[config.mk]
export PLATFORM = sky130hd
export DESIGN_NAME = text_ram_arbiter_flat
export DESIGN_NICKNAME = d
export VERILOG_FILES = /design/src/rtl/text_ram_arbiter_if.sv /design/src/rtl/text_ram_arbiter.sv /design/src/flat_wrapper.sv
export SDC_FILE = /design/constraint.sdc
export NUM_CORES = 1
export LEC_CHECK = 0
export CAP_MARGIN = 20
export CORE_UTILIZATION = 38
export DETAILED_ROUTE_END_ITERATION = 8
export GPL_ROUTABILITY_DRIVEN = 0
export GPL_TIMING_DRIVEN = 0
export PLACE_DENSITY = 0.76
export SLEW_MARGIN = 20
export SYNTH_ARGS = -nofsm -noshare
export SYNTH_HDL_FRONTEND = slang
export SYNTH_SLANG_ARGS = --single-unit
[constraint.sdc]
create_clock -name clk -period 2.18 [get_ports clk]
set_input_delay 0.218 -clock clk [delete_from_list [all_inputs] [get_ports clk]]
set_output_delay 0.218 -clock clk [all_outputs]
set_load 0.02 [all_outputs]
[src/rtl/text_ram_arbiter_if.sv]
// Bus bundle between the two text clients, the arbiter and the single-port text RAM.
// master = client/RAM side, slave = arbiter side.
interface text_ram_arbiter_if #(
  parameter int unsigned DATA_W = 24,
  parameter int unsigned ADDR_W = 8
);
  logic              req0, req1;
  logic              we0, we1;
  logic [ADDR_W-1:0] addr0, addr1;
  logic [DATA_W-1:0] wdata0, wdata1;
  logic              gnt0, gnt1;
  logic              rvalid0, rvalid1;
  logic [DATA_W-1:0] rdata;
  logic              ram_re, ram_we;
  logic [ADDR_W-1:0] ram_addr;
  logic [DATA_W-1:0] ram_wdata;
  logic [DATA_W-1:0] ram_rdata;

  modport master (
    output req0, req1, we0, we1, addr0, addr1, wdata0, wdata1, ram_rdata,
    input  gnt0, gnt1, rvalid0, rvalid1, rdata, ram_re, ram_we, ram_addr, ram_wdata
  );

  modport slave (
    input  req0, req1, we0, we1, addr0, addr1, wdata0, wdata1, ram_rdata,
    output gnt0, gnt1, rvalid0, rvalid1, rdata, ram_re, ram_we, ram_addr, ram_wdata
  );
endinterface

[src/rtl/text_ram_arbiter.sv]
// Two-client arbiter for the single-port text RAM: round-robin ties, bounded bursts,
// registered RAM command and tagged fixed-latency read return.
module text_ram_arbiter #(
  parameter int unsigned DATA_W     = 24,
  parameter int unsigned ADDR_W     = 8,
  parameter int unsigned RD_LATENCY = 1,
  parameter int unsigned MAX_BURST  = 4
) (
  input logic             clk,
  input logic             reset,
  text_ram_arbiter_if.slave bus
);

  localparam int unsigned      CNT_W   = $clog2(MAX_BURST) + 1;
  localparam logic [CNT_W-1:0] CNT_MAX = CNT_W'(MAX_BURST);
  localparam logic [CNT_W-1:0] CNT_ONE = CNT_W'(1);

  localparam logic [1:0] S_IDLE = 2'd0;
  localparam logic [1:0] S_OWN0 = 2'd1;
  localparam logic [1:0] S_OWN1 = 2'd2;

  logic [1:0]        state_q, state_d;
  logic [CNT_W-1:0]  cnt_q, cnt_d, cnt_inc;
  logic              last_q, last_d;
  logic              pick0, pick1, gnt0_c, gnt1_c;
  logic              rd_issue, wr_issue;

  logic              ram_re_q, ram_we_q;
  logic [ADDR_W-1:0] ram_addr_q;
  logic [DATA_W-1:0] ram_wdata_q;
  logic [RD_LATENCY:0] tag_v_q, tag_id_q;
  logic              rvalid0_q, rvalid1_q;
  logic [DATA_W-1:0] rdata_q;

  always_comb begin
    pick0 = 1'b0;
    pick1 = 1'b0;
    case (state_q)
      S_OWN0: begin
        if (bus.req0 && (!bus.req1 || cnt_q < CNT_MAX)) pick0 = 1'b1;
        else if (bus.req1)                              pick1 = 1'b1;
      end
      S_OWN1: begin
        if (bus.req1 && (!bus.req0 || cnt_q < CNT_MAX)) pick1 = 1'b1;
        else if (bus.req0)                              pick0 = 1'b1;
      end
      default: begin
        // Tie from idle goes to whoever was not served last.
        if (bus.req0 && bus.req1) begin
          pick0 = last_q;
          pick1 = !last_q;
        end else begin
          pick0 = bus.req0;
          pick1 = bus.req1;
        end
      end
    endcase

    gnt0_c  = pick0 & reset;
    gnt1_c  = pick1 & reset;
    cnt_inc = (cnt_q == CNT_MAX) ? cnt_q : cnt_q + CNT_ONE;

    state_d = S_IDLE;
    cnt_d   = '0;
    last_d  = last_q;
    if (gnt0_c) begin
      state_d = S_OWN0;
      last_d  = 1'b0;
      cnt_d   = (state_q == S_OWN0) ? cnt_inc : CNT_ONE;
    end else if (gnt1_c) begin
      state_d = S_OWN1;
      last_d  = 1'b1;
      cnt_d   = (state_q == S_OWN1) ? cnt_inc : CNT_ONE;
    end

    rd_issue = (gnt0_c & ~bus.we0) | (gnt1_c & ~bus.we1);
    wr_issue = (gnt0_c &  bus.we0) | (gnt1_c &  bus.we1);
  end

  always_ff @(posedge clk or negedge reset) begin
    if (!reset) begin
      state_q     <= S_IDLE;
      cnt_q       <= '0;
      last_q      <= 1'b1;
      ram_re_q    <= 1'b0;
      ram_we_q    <= 1'b0;
      ram_addr_q  <= '0;
      ram_wdata_q <= '0;
    end else begin
      state_q  <= state_d;
      cnt_q    <= cnt_d;
      last_q   <= last_d;
      ram_re_q <= rd_issue;
      ram_we_q <= wr_issue;
      if (gnt0_c || gnt1_c) begin
        ram_addr_q  <= gnt1_c ? bus.addr1  : bus.addr0;
        ram_wdata_q <= gnt1_c ? bus.wdata1 : bus.wdata0;
      end
    end
  end

  // Tag stage k lines up with RAM cycle k after the grant; the last stage
  // coincides with valid ram_rdata, which is then registered to the client.
  always_ff @(posedge clk or negedge reset) begin
    if (!reset) begin
      tag_v_q   <= '0;
      tag_id_q  <= '0;
      rvalid0_q <= 1'b0;
      rvalid1_q <= 1'b0;
      rdata_q   <= '0;
    end else begin
      tag_v_q   <= {tag_v_q[RD_LATENCY-1:0], rd_issue};
      tag_id_q  <= {tag_id_q[RD_LATENCY-1:0], gnt1_c};
      rvalid0_q <= tag_v_q[RD_LATENCY] & ~tag_id_q[RD_LATENCY];
      rvalid1_q <= tag_v_q[RD_LATENCY] &  tag_id_q[RD_LATENCY];
      if (tag_v_q[RD_LATENCY]) rdata_q <= bus.ram_rdata;
    end
  end

  assign bus.gnt0      = gnt0_c;
  assign bus.gnt1      = gnt1_c;
  assign bus.ram_re    = ram_re_q;
  assign bus.ram_we    = ram_we_q;
  assign bus.ram_addr  = ram_addr_q;
  assign bus.ram_wdata = ram_wdata_q;
  assign bus.rvalid0   = rvalid0_q;
  assign bus.rvalid1   = rvalid1_q;
  assign bus.rdata     = rdata_q;

endmodule

[src/flat_wrapper.sv]
// flat-port wrapper written by rule: the top's interface ports become plain ports
module text_ram_arbiter_flat 
#(
  parameter int unsigned DATA_W     = 24,
  parameter int unsigned ADDR_W     = 8,
  parameter int unsigned RD_LATENCY = 1,
  parameter int unsigned MAX_BURST  = 4
)
  (clk, reset, bus_req0, bus_req1, bus_we0, bus_we1, bus_addr0, bus_addr1, bus_wdata0, bus_wdata1, bus_ram_rdata, bus_gnt0, bus_gnt1, bus_rvalid0, bus_rvalid1, bus_rdata, bus_ram_re, bus_ram_we, bus_ram_addr, bus_ram_wdata);
  text_ram_arbiter_if #(.DATA_W(DATA_W), .ADDR_W(ADDR_W)) bus_i ();
  input logic clk;
  input logic reset;
  input wire logic [$bits(bus_i.req0)-1:0] bus_req0;
  input wire logic [$bits(bus_i.req1)-1:0] bus_req1;
  input wire logic [$bits(bus_i.we0)-1:0] bus_we0;
  input wire logic [$bits(bus_i.we1)-1:0] bus_we1;
  input wire logic [$bits(bus_i.addr0)-1:0] bus_addr0;
  input wire logic [$bits(bus_i.addr1)-1:0] bus_addr1;
  input wire logic [$bits(bus_i.wdata0)-1:0] bus_wdata0;
  input wire logic [$bits(bus_i.wdata1)-1:0] bus_wdata1;
  input wire logic [$bits(bus_i.ram_rdata)-1:0] bus_ram_rdata;
  output wire logic [$bits(bus_i.gnt0)-1:0] bus_gnt0;
  output wire logic [$bits(bus_i.gnt1)-1:0] bus_gnt1;
  output wire logic [$bits(bus_i.rvalid0)-1:0] bus_rvalid0;
  output wire logic [$bits(bus_i.rvalid1)-1:0] bus_rvalid1;
  output wire logic [$bits(bus_i.rdata)-1:0] bus_rdata;
  output wire logic [$bits(bus_i.ram_re)-1:0] bus_ram_re;
  output wire logic [$bits(bus_i.ram_we)-1:0] bus_ram_we;
  output wire logic [$bits(bus_i.ram_addr)-1:0] bus_ram_addr;
  output wire logic [$bits(bus_i.ram_wdata)-1:0] bus_ram_wdata;
  assign bus_i.req0 = bus_req0;
  assign bus_i.req1 = bus_req1;
  assign bus_i.we0 = bus_we0;
  assign bus_i.we1 = bus_we1;
  assign bus_i.addr0 = bus_addr0;
  assign bus_i.addr1 = bus_addr1;
  assign bus_i.wdata0 = bus_wdata0;
  assign bus_i.wdata1 = bus_wdata1;
  assign bus_i.ram_rdata = bus_ram_rdata;
  assign bus_gnt0 = bus_i.gnt0;
  assign bus_gnt1 = bus_i.gnt1;
  assign bus_rvalid0 = bus_i.rvalid0;
  assign bus_rvalid1 = bus_i.rvalid1;
  assign bus_rdata = bus_i.rdata;
  assign bus_ram_re = bus_i.ram_re;
  assign bus_ram_we = bus_i.ram_we;
  assign bus_ram_addr = bus_i.ram_addr;
  assign bus_ram_wdata = bus_i.ram_wdata;
  text_ram_arbiter #(.DATA_W(DATA_W), .ADDR_W(ADDR_W), .RD_LATENCY(RD_LATENCY), .MAX_BURST(MAX_BURST)) u_core (.clk(clk), .reset(reset), .bus(bus_i));
endmodule
# --- Word-level counts from Yosys, hierarchy flattened ---
# Cells that the tools add are included.
classes:
  n_addsub: 1
  multipliers: 0
  div: 0
  n_lt_le_gt_ge: 1
  n_eq_ne: 3
  shift: 0
  mux: 21
  bitwise_logic: 13
  reduce_logical: 10
op_table:
  columns: ["op", "n"]
  rows:
  - ["$mux W24", 1]
  - ["$mux W3", 5]
  - ["$mux W1", 10]
  - ["$and A1 B1 Y1", 8]
  - ["$mux W8", 1]
  - ["$mux W2", 2]
  - ["$pmux W1 S2", 2]
  - ["$add A3 B1 Y3 const B", 1]
  - ["$eq A3 B3 Y1 const B", 1]
  - ["$logic_and A1 B1 Y1", 3]
  - ["$logic_not A1 Y1", 3]
  - ["$logic_or A1 B1 Y1", 3]
  - ["$lt A3 B3 Y1 const B", 1]
  - ["$not A1 Y1", 3]
  - ["$eq A2 B1 Y1 const B", 1]
  - ["$eq A2 B2 Y1 const B", 1]
  - ["$or A1 B1 Y1", 2]
  - ["$reduce_bool A2 Y1", 1]
word_totals:
  regBits: 70
  latchBits: 0
  mem_bits_rw: 0
  mem_bits_ro: 0
  input_bits: 94
  word_cells: 61
  mem_count: 0

# --- Logic depth before layout (Yosys ltp) ---
# Gate-level depths: netlist of run 1.
depth:
  word_depth: 8
  mapped_depth: 10
  mapped_depth_nobuf: 8

# --- Least setup slack after synthesis of run 1 ---
# OpenSTA, ideal clock, no wires.
synth_path:
  path_kind: "register -> register"
  from: "register u_core.state_q[0]"
  to: "register u_core.ram_addr_q[2], in the netlist u_core.bus.ram_addr[2]"
  setup_time_ns: 0.125
  arrival_ns: 2.180
  required_time_ns: 2.055
  setup_slack_ns: -0.125
  stages_incl_launch_ff: 9
  synth_period_minus_slack_ns: 2.305
  path_cell_list: "dfrtp_1 inv_1 ha_1 inv_1 and3_4 o41ai_4 nor2_8 buf_12 mux2_4"
synth_via:
  elab_chain_len: 4
  elab_cells_between_ends: 8
  classes_between: "eq/ne (2); mux (3); bitwise (2); reduce/logical (1)"
synth_lines:
  columns: ["element", "line_no", "source"]
  rows:
  - ["start, declared", "text_ram_arbiter.sv:22", "logic [1:0] state_q, state_d;"]
  - ["start signal, assigned", "text_ram_arbiter.sv:90", "state_q <= state_d;"]
  - ["$eq A2 B2 Y1 or $eq A2 B1 Y1 (tied branches)", "text_ram_arbiter.sv:38", "case (state_q)"]
  - ["$pmux W1 S2 (*)", "text_ram_arbiter.sv:38", null]
  - ["$and A1 B1 Y1 (*)", "text_ram_arbiter.sv:59", "gnt0_c = pick0 & reset;"]
  - ["via bus_gnt0", "flat_wrapper.sv:22", "output wire logic [$bits(bus_i.gnt0)-1:0] bus_gnt0;"]
  - ["$logic_or A1 B1 Y1 (*)", "text_ram_arbiter.sv:95", "if (gnt0_c || gnt1_c) begin"]
  - ["end signal, assigned", "text_ram_arbiter.sv:96", "ram_addr_q <= gnt1_c ? bus.addr1 : bus.addr0;"]
  - ["end, declared", "text_ram_arbiter.sv:29", "logic [ADDR_W-1:0] ram_addr_q;"]
# Mark *: on every way through the listed nets, which the timed path passes. The rest lies on a longest branch.
# A chain may end at the register's enable or synchronous reset.

# --- Worst setup path after layout of run 1 ---
layout_path:
  from: "register u_core.state_q[0]"
  to: "register u_core.ram_addr_q[3], in the netlist u_core.bus.ram_addr[3]"
layout_via:
  elab_chain_len: 4
  elab_cells_between_ends: 8
  classes_between: "eq/ne (2); mux (3); bitwise (2); reduce/logical (1)"
layout_lines:
  columns: ["element", "line_no"]
  rows:
  - ["$eq A2 B2 Y1 or $eq A2 B1 Y1 (tied branches)", "text_ram_arbiter.sv:38"]
  - ["$pmux W1 S2", "text_ram_arbiter.sv:38"]
  - ["$and A1 B1 Y1, on equally long branches", "text_ram_arbiter.sv:60, text_ram_arbiter.sv:59"]
  - ["$mux W8 or $logic_or A1 B1 Y1 (tied branches)", "text_ram_arbiter.sv:96, text_ram_arbiter.sv:95"]
# Several ways; a longest one is shown, not always the timed one.

==> results of run 1 <==
-- state kept, by name (all words and copies together), names as in the netlist --
| signal | count |
|---|---|
| u_core.bus.ram_addr | 8 |
| u_core.bus.rvalid0 | 1 |
| u_core.state_q | 2 |
| u_core.cnt_q | 3 |
| u_core.bus.ram_wdata | 24 |
| u_core.bus.ram_we | 1 |
| u_core.bus.rdata | 24 |
| u_core.tag_v_q | 2 |
| u_core.tag_id_q | 2 |
| u_core.bus.rvalid1 | 1 |
| u_core.last_q | 1 |
-- placed cells by master, fill, tap and decap left out, drive strengths merged --
| master | synthesis | final |
|---|---|---|
| dfstp | 1 | 1 |
| mux2i | 1 | 1 |
| ha | 4 | 4 |
| clkdlybuf4s50 | 0 | 152 |
| a21oi | 3 | 3 |
| bufinv | 0 | 2 |
| mux2 | 89 | 89 |
| o311ai | 1 | 1 |
| buf | 8 | 24 |
| nor2 | 5 | 5 |
| and3 | 1 | 1 |
| nand2 | 4 | 4 |
| inv | 9 | 9 |
| dlygate4sd3 | 0 | 1 |
| nand3 | 1 | 1 |
| o2111ai | 1 | 1 |
| o22ai | 1 | 1 |
| and2 | 1 | 1 |
| o41ai | 1 | 1 |
| xnor2 | 1 | 1 |
| a31oi | 1 | 1 |
| dfrtp | 68 | 68 |
| nor2b | 1 | 1 |
| o31ai | 1 | 1 |
| o21a | 1 | 1 |
| or2 | 1 | 1 |
| bufbuf | 0 | 1 |
| nand2b | 1 | 1 |
| nor3 | 3 | 3 |
| a22o | 1 | 1 |
| clkinv | 0 | 3 |
| clkbuf | 2 | 15 |
-- logic make-up after synthesis --
kind of cell	Yosys count
multiplexers	90
AND/OR/NAND/NOR	18
buffers and inverters	19
AO/OA/AOI/OAI	11
XOR/XNOR	1
adder cells (fa/ha/maj)	4
flip-flops	69
-- final timing paths --
check	start	to	slack, ps	depth (start not counted)
min in group clk	u_core.tag_id_q[0]	u_core.tag_id_q[1]	360	0
setup / recovery	u_core.state_q[0]	u_core.bus.ram_addr[3]	-120	11
max in group asynchronous	reset	u_core.bus.ram_wdata[5]	1340	3
hold reg to reg	u_core.tag_id_q[0]	u_core.tag_id_q[1]	360	0
setup reg to reg	u_core.state_q[0]	u_core.bus.ram_addr[3]	-120	11
hold / removal	reset	u_core.bus.rdata[19]	290	2
-- layer usage --
layer / share of wire (%) / global-route usage, %
met5: 0 / 0
met4: 0.70 / 6.13
met3: 8.5 / 5.24
met2: 51 / 27.4
met1: 40 / 20.0
-- where the power goes --
group	switching (mW)	internal [mW]	total [mW]	leakage [nW]
clock network	0.487	0.709	1.20	0.120
logic	1.51	2.22	3.73	1.62
registers	0.309	1.86	2.17	0.830
-- worst max-delay path: stages, from the launching register on --
cell and delay, ps:
sky130_fd_sc_hd__dfrtp_1 390, sky130_fd_sc_hd__inv_2 60, sky130_fd_sc_hd__ha_4 160, sky130_fd_sc_hd__mux2_4 280, sky130_fd_sc_hd__o311ai_4 210, sky130_fd_sc_hd__or2_1 160
sky130_fd_sc_hd__buf_6 160, sky130_fd_sc_hd__inv_8 50, sky130_fd_sc_hd__nor2_8 100, sky130_fd_sc_hd__buf_12 150, sky130_fd_sc_hd__clkbuf_16 150, sky130_fd_sc_hd__mux2_4 290
-- cell type report --
| type | instances | share of cell area (%) |
|---|---|---|
| buffer | 10 | 2.44 |
| inverter | 9 | 0.732 |
| multi-input combinational | 124 | 27.8 |
| timing repair buffer | 172 | 31.9 |
| sequential | 69 | 30.6 |
| clock inverter | 5 | 1.46 |
| clock buffer | 11 | 2.68 |
| tap | 108 | 2.40 |
-- metrics by stage --
stage | utilization, % | area (sq um) | instances | setup slack (ps)
after floorplan | - | 3410 | 212 | -72.6
after global placement | 58.8 | 5100 | 475 | -3010
after detailed placement | 59.0 | 5120 | 476 | -373
after CTS | 63.8 | 5540 | 504 | -112
after global routing | 65.0 | 5640 | 508 | -189
final | 65.0 | 5640 | 508 | -116
-- what timing repair did --
action,in CTS,in global routing
hold buffers,1,0
setup buffers,10,2
pin swaps,3,3
hold endpoints to repair,11,0
setup endpoints to repair,34,34
gates cloned,1,2
gates resized for setup,16,11
-- Yosys cell counts (2+ instances only) --
cell / number
sky130_fd_sc_hd__ha_1: 4
sky130_fd_sc_hd__mux2_4: 58
sky130_fd_sc_hd__a21oi_1: 3
sky130_fd_sc_hd__mux2_2: 30
sky130_fd_sc_hd__dfrtp_1: 68
sky130_fd_sc_hd__nand2_1: 4
sky130_fd_sc_hd__buf_12: 5
sky130_fd_sc_hd__inv_1: 8
sky130_fd_sc_hd__clkbuf_1: 2
sky130_fd_sc_hd__nor2_1: 4
sky130_fd_sc_hd__nor3_1: 3
==> flow_metrics.env, run 1 <==
export IMPL_port_buffer_count=155
export IMPL_failed_checks="setup timing"
export IMPL_synth_simple_gate_area_share_pct=3.13
export IMPL_max_slew_headroom_pct=64.2
export IMPL_wire_length_of_the_first_global_routing_pass_um=11500
export IMPL_antenna_diode_count=0
export IMPL_syn_avg_cell_area_sq_um=16.0
export IMPL_vias_per_cell=4.60
export IMPL_fin_tns_setup_ps=-3180
export IMPL_clock_sinks=69
export IMPL_yosys_top_cells_area="sky130_fd_sc_hd__dfrtp_1, sky130_fd_sc_hd__mux2_4, sky130_fd_sc_hd__mux2_2, sky130_fd_sc_hd__buf_12, sky130_fd_sc_hd__ha_1"
export IMPL_p_leak_nw=2.57
export IMPL_synth_yosys_warnings=0
export IMPL_synth_mux_area_fraction_pct=36.2
export IMPL_synth_enable_flop_cells=0
export IMPL_antenna_found_initial=0
export IMPL_critPathKind="register to register"
export IMPL_worstMarginPinSlew_ps=538
export IMPL_grt_setup_unrepaired="true"
export IMPL_layout_filler_cells=649
export IMPL_outcome="finished, violations left"
export IMPL_combinational_family_with_the_most_area_after_synthesis="multiplexers"
export IMPL_drt_iter0_markers=34
export IMPL_wire_per_inst_um=15.4
export IMPL_numCtsBuffers=9
export IMPL_synth_net_count=310
export IMPL_postSynthRegisterBits=69
export IMPL_grt_max_degree=59
export IMPL_max_cap_viol_count=0
export IMPL_clock_tree_buffer_depth=2
export IMPL_report_final_slew_viol_count=0
export IMPL_synth_compound_area_share_pct=2.84
export IMPL_worst_endpoint_arrival_ps=2510
export IMPL_global_route_usage_total_pct=16.5
export IMPL_die_width_um=96.5
export IMPL_final_setup_worst_slack_ps=-116
export IMPL_vdd_ir_drop_worst_uv=537
export IMPL_layout_area_seq_sq_um=1730
export IMPL_via_count_of_the_first_global_routing_pass=2395
export IMPL_synth_top_area_share_pct=50.1
export IMPL_area_delta_synth_final_pct=66.1
export IMPL_cts_tree="done"
export IMPL_die_area_sq_um=9320
export IMPL_synth_adder_area_share_pct=1.47
export IMPL_post_synth_inst_count=212
export IMPL_syn_area_sq_um=3400
export IMPL_chipHeight_um=96.5
export IMPL_period_needed_ps=2300
export IMPL_timing_critical_path_to_type="register"
export IMPL_cp_data_required_time_ps=2390
export IMPL_power_density_cell_area_nw_per_um2=1260
export IMPL_drt_drc_violations_left=0
export IMPL_route_vias_total=2336
export IMPL_design_final_nets=493
export IMPL_num_io_pins=156
export IMPL_starting_density_of_the_core_pct=39.1
export IMPL_multi_input_comb_area_sq_um=1570
export IMPL_drt_pre_antenna_iters=4
export IMPL_timing_fmax_mhz=436
export IMPL_cts_htree_levels=3
export IMPL_layout_worst_path_cycle_share_pct=105
export IMPL_setup_viol=33
export IMPL_final_setup_skew_ps=8.97
export IMPL_row_count=34
export IMPL_clk_latency_ps=330
export IMPL_grt_overflow=0
export IMPL_power_mw=7.10
export IMPL_route_antenna_remaining_nets=0
export IMPL_final_layout_size_suffix_gt1_share_pct=35.8
export IMPL_synth_xor_area_share_pct=0.258
export IMPL_finalHoldViolCount=0
export IMPL_synth_sequential_area_ratio_pct=50.9
export IMPL_fin_hold_ws_ps=288
export IMPL_cts_clk_slew_worst_paths_ps=80
export IMPL_area_of_the_core_sq_um=8680
export IMPL_root_buffer="sky130_fd_sc_hd__clkbuf_8"
export IMPL_ys_flop_type="sky130_fd_sc_hd__dfrtp_1"
export IMPL_synth_largest_area_cell="sky130_fd_sc_hd__dfrtp_1"
export IMPL_dpl_hpwl_um=5570
export IMPL_startpoint_type="register"
export IMPL_holdCritPathClass="input pin to asynchronous set/reset pin"
export IMPL_synthDistinctLibCells=34
export IMPL_worst_path_max_fanout=6
export IMPL_wirelength_um=7810
export IMPL_synth_async_sr_flop_share_pct=100
(Power assumes the default switching activity.)
==> run 2: changes to the inputs <==
- GPL_ROUTABILITY_DRIVEN: 0 -> default
==> results of run 2 <==
Final layout, timing and power as in run 1 (identical DEF).
==> run 3: changes to the inputs <==
- CELL_PAD_IN_SITES_DETAIL_PLACEMENT: default -> 0
- CELL_PAD_IN_SITES_GLOBAL_PLACEMENT: default -> 1
- CORE_UTILIZATION: 38 -> 29
- PLACE_DENSITY: 0.76 -> 0.74
- REMOVE_ABC_BUFFERS: default -> 1
==> run 3 against run 2 <==
  * The run still ends with setup timing left
  * Core utilization decreased by 14 points
  * Non-clock buffer count rose by 2
  * Die area is 30% higher
  * First-iteration DRC count rose by 110%
  * Global-route usage fell by 2.3 points
  * Routed wire length increased by 10%
  * Via count up 3.3%
  * Clock-buffer cell count fell by 2
  * Clock skew fell by 2.8 ps
  * Sequential cell count stayed put
  * Setup slack better by 20 ps
  * Critical path depth shrank 2
  * Critical path type unchanged
==> flow_metrics.env, run 3 (synthesis results as in run 1) <==
export IMPL_outcome="finished, violations left"
export IMPL_failed_checks="setup timing"
export IMPL_chipHeight_um=110
export IMPL_max_slew_headroom_pct=33.9
export IMPL_via_count_of_the_first_global_routing_pass=2486
export IMPL_route_vias_total=2414
export IMPL_critical_path_n_buffers_inverters=3
export IMPL_cpMaxStageDelayCell="sky130_fd_sc_hd__dfrtp_1"
export IMPL_die_area_sq_um=12100
export IMPL_cts_htree_levels=3
export IMPL_path_common_cell="sky130_fd_sc_hd__mux2_4"
export IMPL_cp_top_family="multiplexers"
export IMPL_power_density_cell_area_nw_per_um2=1320
export IMPL_min_from="u_core.tag_id_q[0]"
export IMPL_worstPathCellList="inv_1 -> ha_2 -> mux2_4 -> o311ai_4 -> or2_4 -> buf_8 -> clkbuf_16 -> mux2_4 -> mux2_4"
export IMPL_global_route_usage_total_pct=14.2
export IMPL_startpoint_type="register"
export IMPL_route_antenna_remaining_nets=0
export IMPL_final_layout_size_suffix_gt1_share_pct=36.5
export IMPL_numCtsBuffers=9
export IMPL_cts_clk_slew_worst_paths_ps=60
export IMPL_cts_tree="done"
export IMPL_r2r_start="u_core.state_q[0]"
export IMPL_layout_filler_cells=978
export IMPL_drt_drc_violations_left=0
export IMPL_timing_fmax_mhz=439
export IMPL_grt_max_degree=55
export IMPL_design_final_nets=496
export IMPL_vdd_ir_drop_worst_uv=739
export IMPL_num_io_pins=156
export IMPL_clock_tree_buffer_depth=2
export IMPL_vias_per_cell=4.42
export IMPL_wire_per_inst_um=15.7
export IMPL_clock_sinks=69
export IMPL_report_final_slew_viol_count=0
export IMPL_setup_viol=33
export IMPL_clk_latency_ps=320
export IMPL_die_width_um=110
export IMPL_p_leak_nw=2.66
export IMPL_pre_cts_slack_ps=-922
export IMPL_worst_path_max_fanout=5
export IMPL_port_buffer_count=155
export IMPL_layout_area_seq_sq_um=1730
export IMPL_timing_critical_path_to_type="register"
export IMPL_drt_iter0_markers=70
export IMPL_gp_routability_congestion=0.755
export IMPL_area_delta_synth_final_pct=72.0
export IMPL_critPathLaunch="u_core.state_q[0]"
export IMPL_holdCritPathClass="register to register"
export IMPL_multi_input_comb_area_sq_um=1560
export IMPL_critPathMaxStageDelay_ps=350
export IMPL_final_cell_mix="sky130_fd_sc_hd__clkdlybuf4s50_1, sky130_fd_sc_hd__dfrtp_1, sky130_fd_sc_hd__mux2_4, sky130_fd_sc_hd__mux2_2, sky130_fd_sc_hd__buf_4"
export IMPL_period_needed_ps=2280
export IMPL_worstMarginPinSlew_ps=991
export IMPL_wirelength_um=8600
export IMPL_worst_endpoint_arrival_ps=2490
export IMPL_final_setup_skew_ps=6.13
export IMPL_dpl_hpwl_um=5410
export IMPL_area_of_the_core_sq_um=11400
export IMPL_max_cap_viol_count=0
export IMPL_row_count=39
export IMPL_root_buffer="sky130_fd_sc_hd__clkbuf_16"
export IMPL_layout_core_utilization_pct=51.2
export IMPL_final_setup_worst_slack_ps=-95.4
export IMPL_critPathKind="register to register"
export IMPL_grt_overflow=0
export IMPL_drt_pre_antenna_iters=4
export IMPL_final_common_cell="sky130_fd_sc_hd__clkdlybuf4s50_1"
export IMPL_layout_worst_path_cycle_share_pct=104
export IMPL_grt_setup_unrepaired="true"
export IMPL_cp_data_required_time_ps=2390
export IMPL_antenna_found_initial=0
export IMPL_antenna_diode_count=0
export IMPL_wire_length_of_the_first_global_routing_pass_um=12700
export IMPL_starting_density_of_the_core_pct=29.7
export IMPL_finalHoldViolCount=0
==> run 3: changes by cell type in the layout (fill, tap and decap cells not counted), sizes merged <==
cell | before | now
buf | 24 | 28
bufinv | 2 | 4
clkbuf | 15 | 11
inv | 9 | 10
bufbuf | 1 | 0
clkinv | 3 | 2
dlygate4sd3 | 1 | 2
nor2 | 5 | 6
==> run 3: layout make-up <==
class / instances / share of cell area [%]
flip-flops and latches: 69 / 29.6
well taps: 143 / 3.06
multi-input cells: 125 / 26.8
inverters: 9 / 0.707
clock inverters: 7 / 2.51
repair buffers: 184 / 33.5
clock buffers: 9 / 3.86
==> run 3: timing repair <==
item	4_1_cts	5_1_grt
pin swaps	6	3
endpoints found under the hold margin	14	0
gates resized for setup	29	5
cloned	4	2
endpoints found under the setup margin	40	34
hold buffers	2	0
buffers inserted	16	4
==> run 3: metal layers <==
layer  share of wire, %  global-route usage [%]  wire [um]
met4                1.1                    5.36         97
met3                 11                    5.35        928
met2                 48                    23.8       4160
met1                 40                    16.3       3420
met5                  0                       0          0
==> run 3: where the power goes <==
group          leakage (nW)  switching (mW)  total (mW)  internal [mW]
Sequential            0.830           0.345        2.21           1.86
Combinational          1.65            1.51        3.71           2.20
Clock                 0.180           0.569        1.81           1.24
==> run 3: path summary, 6_finish.rpt <==
path	to	slack (ps)	depth (start not counted)
worst max-delay path	u_core.bus.ram_wdata[9]	-100	9
worst min-delay path	u_core.tag_id_q[1]	350	0
worst max register to register	u_core.bus.ram_wdata[9]	-100	9
worst min register to register	u_core.tag_id_q[1]	350	0
max in group asynchronous	u_core.tag_v_q[0]	610	3
min in group asynchronous	u_core.last_q	460	2
==> run 3: per-stage QoR <==
| step | area [sq um] | TNS [ps] | total power, mW | hold WS (ps) | std cells |
|---|---|---|---|---|---|
| floorplan | 3260 | -49040 | 4.03 | -77.6 | 202 |
| global placement | 4990 | -273450 | 5.54 | 336 | 500 |
| detailed placement | 5030 | -28980 | 5.58 | 117 | 502 |
| CTS | 5750 | -3570 | 7.75 | 348 | 540 |
| global route | 5840 | -4640 | 8.16 | 360 | 546 |
| finish | 5840 | -2530 | 7.73 | 346 | 546 |
